File: src/rtl/prog_counter.sv
`timescale 1ns / 1ps
`default_nettype none
// ----------------------------------------------------------------------------
// Module   : prog_counter
// Brief    : Fetch-stage PC with start/halt sequencing, BNE resolution and a
//            saturating retired-instruction counter.
// Revision : 1.0
// ----------------------------------------------------------------------------
module prog_counter #(
  parameter int PC_W  = 10,
  parameter int CNT_W = 16
) (
  input  logic             Clk,
  input  logic             Reset_n,
  input  logic             Start,
  input  logic [PC_W-1:0]  StartAddr,
  input  logic             Halt,
  input  logic             BranchEn,
  input  logic             Zero,
  input  logic [PC_W-1:0]  Target,
  input  logic             Stall,
  output logic [PC_W-1:0]  PC,
  output logic             Running,
  output logic             Done,
  output logic [CNT_W-1:0] InstCount
);

  typedef enum logic [1:0] {
    S_IDLE = 2'd0,
    S_RUN  = 2'd1,
    S_DONE = 2'd2
  } state_t;

  state_t           state_q, state_d;
  logic [PC_W-1:0]  pc_q, pc_d;
  logic [CNT_W-1:0] cnt_q, cnt_d, cnt_inc;
  logic             running_q, done_q;

  assign cnt_inc = (cnt_q == {CNT_W{1'b1}}) ? cnt_q : cnt_q + CNT_W'(1);

  always_comb begin
    state_d = state_q;
    pc_d    = pc_q;
    cnt_d   = cnt_q;
    case (state_q)
      S_IDLE, S_DONE: begin
        if (Start) begin
          pc_d    = StartAddr;
          cnt_d   = '0;
          state_d = S_RUN;
        end
      end
      S_RUN: begin
        // A stalled instruction has not executed, so its decode inputs are moot.
        if (!Stall) begin
          cnt_d = cnt_inc;
          if (Halt) begin
            state_d = S_DONE;
          end else if (BranchEn && !Zero) begin
            pc_d = Target;
          end else begin
            pc_d = pc_q + PC_W'(1);
          end
        end
      end
      default: state_d = S_IDLE;
    endcase
  end

  always_ff @(posedge Clk) begin
    if (!Reset_n) begin
      state_q   <= S_IDLE;
      pc_q      <= '0;
      cnt_q     <= '0;
      running_q <= 1'b0;
      done_q    <= 1'b0;
    end else begin
      state_q   <= state_d;
      pc_q      <= pc_d;
      cnt_q     <= cnt_d;
      running_q <= (state_d == S_RUN);
      done_q    <= (state_d == S_DONE);
    end
  end

  assign PC        = pc_q;
  assign Running   = running_q;
  assign Done      = done_q;
  assign InstCount = cnt_q;

endmodule
`default_nettype wire

File: config.mk
export PLATFORM = sky130hd
export DESIGN_NAME = prog_counter
export DESIGN_NICKNAME = d
export VERILOG_FILES = /design/src/rtl/prog_counter.sv
export SDC_FILE = /design/constraint.sdc
export NUM_CORES = 1
export LEC_CHECK = 0
export ABC_AREA = 1
export CAP_MARGIN = 20
export CORE_MARGIN = 5
export CORE_UTILIZATION = 55
export CTS_CLUSTER_DIAMETER = 60
export DETAILED_ROUTE_END_ITERATION = 8
export DONT_BUFFER_PORTS = 1
export GPL_TIMING_DRIVEN = 0
export HOLD_SLACK_MARGIN = 0.03
export PLACE_DENSITY_LB_ADDON = 0.05
export SLEW_MARGIN = 5
export SYNTH_ARGS = -nofsm -noshare
export SYNTH_HDL_FRONTEND = slang
export SYNTH_SLANG_ARGS = --single-unit
File: constraint.sdc
create_clock -name Clk -period 4.6 [get_ports Clk]
set_input_delay 1.38 -clock Clk [delete_from_list [all_inputs] [get_ports Clk]]
set_output_delay 1.38 -clock Clk [all_outputs]
set_load 0.05 [all_outputs]
==> metrics <==
final RePlAce weighted congestion=0.931; share of layout cells above drive strength 1=0.0891; Worst Setup Start Kind=flop; number of nets in the layout=332; Fin. Hold Viols=0; max layer used=met4; CP Data Required Time=3.22 ns; leak pwr=0.759 nW; post-synthesis register bit count=30; Comb power frac=0.150; Routed wire per std cell=14.0 µm; Worst Hold Launch=state_q[1]$_SDFF_PN0_; most common cell after layout, fill and taps aside=nand2_1; final std cells w/o fill=349; Die Y=68.8 µm; CTS Sinks=30; initial core utilization=0.570; Hold Path Stages=4; area of the die=about 4700 µm²; port bufs=0; dpl cells=342; vias in the first global route=1851; CP Class=flop to output port; Min Clock Period, post-route=2.49 ns; Gate Count Post-Synth=296; max-slew violation count=0; Detailed Place HPWL=3.70 mm; Clock Latency Late Sink=0.33 ns; metal3 WL=411 µm; sw frac=0.367; clock power share=0.263; Pwr Density=between 200 and 300 nW/µm²; clock buffer count from CTS=5; H-tree Lvls=2; Area Growth Syn to Fin=5.39%; CTS tree=done; unrepaired setup endpoints after global routing=false; Hold EP=state_q[1]$_SDFF_PN0_; final setup fails=0; Crit. End Element=output port; warnings from Yosys=0; Final Cell Area=2010 µm²; worst r2r path cells=10; wl on met1=2.03 mm; final wirelength=4.90 mm; Core ar.=about 3300 µm²; hold buffers post-CTS=0; DRT iter0 DRCs=around 130; Residual DRC=0; Max clock buf depth=2; Vias/cell=roughly 5.4; Slew HR=0.529; synth unique cells=29; Post-DRT Antenna Nets=0; Sw Pwr=about 0.21 mW; Clock Skews=0.00592 ns; Hold Crit Class=flop to flop; I/O Pins=55; GR Overflow Total=0; DR WL met2=2.37 mm; Worst EP arrival=1.11 ns; MaxCap Viol Count=0; final worst-path cycle share=0.542; Slew @ Worst Pin=0.705 ns; Vias=1884; Antenna Cells=0; post-CTS sizing=0; crit path max fanout=7; Post-Place Cell Area=about 2000 µm²; gr usage total=0.239; Critical R2R Launch=InstCount[1]$_SDFFE_PN0P_; mean post-synth cell area=approximately 6.4 µm²; sequential fraction of the synthesis area=0.316; RR Endpoint=InstCount[11]$_SDFFE_PN0P_; Core Rows=21; Net Count, Synth=325; status=completed; setup TNS=0 ns; Mapped Area=1900 µm²; # Post-CTS Setup Buffers=0; most frequent cells in the layout=nand2_1 (65), nor2_1 (43), dfxtp_1 (30), a21oi_1 (30), inv_1 (29); drt pass-1 iters=4; Internal Power=between 0.3 and 0.4 mW; pin count of the biggest net entering global routing=11; root buffer cell=clkbuf_4; fmax=401 MHz; maximum vdd drop=roughly 0.0002 V; Clock transition at path regs=around 0.090 ns; final hold slack=~0.64 ns; first-pass GRT wire length=between 8 and 9 mm; R2R Setup Slk=2.25 ns; initial antenna violation count=0; Die Wd=68.8 µm; Seq pwr share=0.587
[power by group through the flow]
stage | sequential (mW) | clock, mW | combinational, mW
floorplan | 0.335 | 0 | 0.0677
detailed placement | 0.340 | 0 | 0.0852
global route | 0.337 | 0.166 | 0.0990
global placement | 0.340 | 0 | 0.0843
CTS | 0.334 | 0.152 | 0.0854
finish | 0.334 | 0.149 | 0.0854
[metal layers]
metal  up-vias  track usage
li1        987            -
met3        10       0.0729
met2        65        0.416
met1       822        0.275
met5         -            0
met4         0       0.0876
[per-stage QoR]
step	setup WS, ns	total power, mW	utilization
global route	2.04	0.602	0.601
finish	2.11	0.568	0.601
floorplan	2.31	0.402	-
CTS	2.08	0.571	0.601
detailed placement	2.12	0.425	0.588
global placement	2.08	0.424	0.588
[sequential cells by signal (all words and copies together), names as in the netlist]
register	count
state_q	2
Done	1
PC	10
Running	1
InstCount	16
[synth_stat cells, drive strengths merged]
library cell  instances  area share
xor2                  6       0.028
o2111ai               1      0.0046
or2                   2      0.0066
nand3                25       0.072
a21oi                35        0.10
dfxtp                30        0.32
buf                   5       0.022
clkbuf                3      0.0059
o21bai                2      0.0079
nand2                68        0.14
ha                    2       0.013
nand4                10       0.033
nor3                  3      0.0079
nor2                 45       0.097
o211ai                3       0.012
o21ai                22       0.064
inv                  33       0.065
nand3b                1      0.0039
[tightest hold or removal path, delay by kind of cell (launching register included)]
| kind | cells | cell delay [ns] |
|---|---|---|
| and+or+nand+nor | 3 | 0.23 |
| buffers and inverters | 1 | 0.07 |
| DFF | 1 | 0.31 |
[cell families after synthesis]
kind of cell / count (synthesis) / share of synthesized area
fa+ha+maj: 2 / 0.0131
flops: 30 / 0.316
xor+xnor: 6 / 0.0276
compound gates: 63 / 0.190
simple gates: 154 / 0.361
buf+inv: 41 / 0.0927
[cell type report]
class,instances,area [µm²]
inverter,33,124
fill,355,1330
tap,46,57.6
clock buffer,7,45.0
sequential,30,601
buffer,8,52.6
multi-input combinational,225,1130
[worst max-delay path by stage]
stage          slack (ns)            endpoint  cells after the start                 startpoint
2_1_floorplan        2.31  PC[5]$_SDFFE_PN0P_                      7                      Start
6_report             2.11        InstCount[5]                      0  InstCount[5]$_SDFFE_PN0P_
4_1_cts              2.08        InstCount[5]                      0  InstCount[5]$_SDFFE_PN0P_
3_3_place_gp         2.08  PC[5]$_SDFFE_PN0P_                      7                   BranchEn
3_5_place_dp         2.12  PC[5]$_SDFFE_PN0P_                      7                   BranchEn
5_1_grt              2.04        InstCount[5]                      0  InstCount[5]$_SDFFE_PN0P_
(Power assumes the default switching activity.)
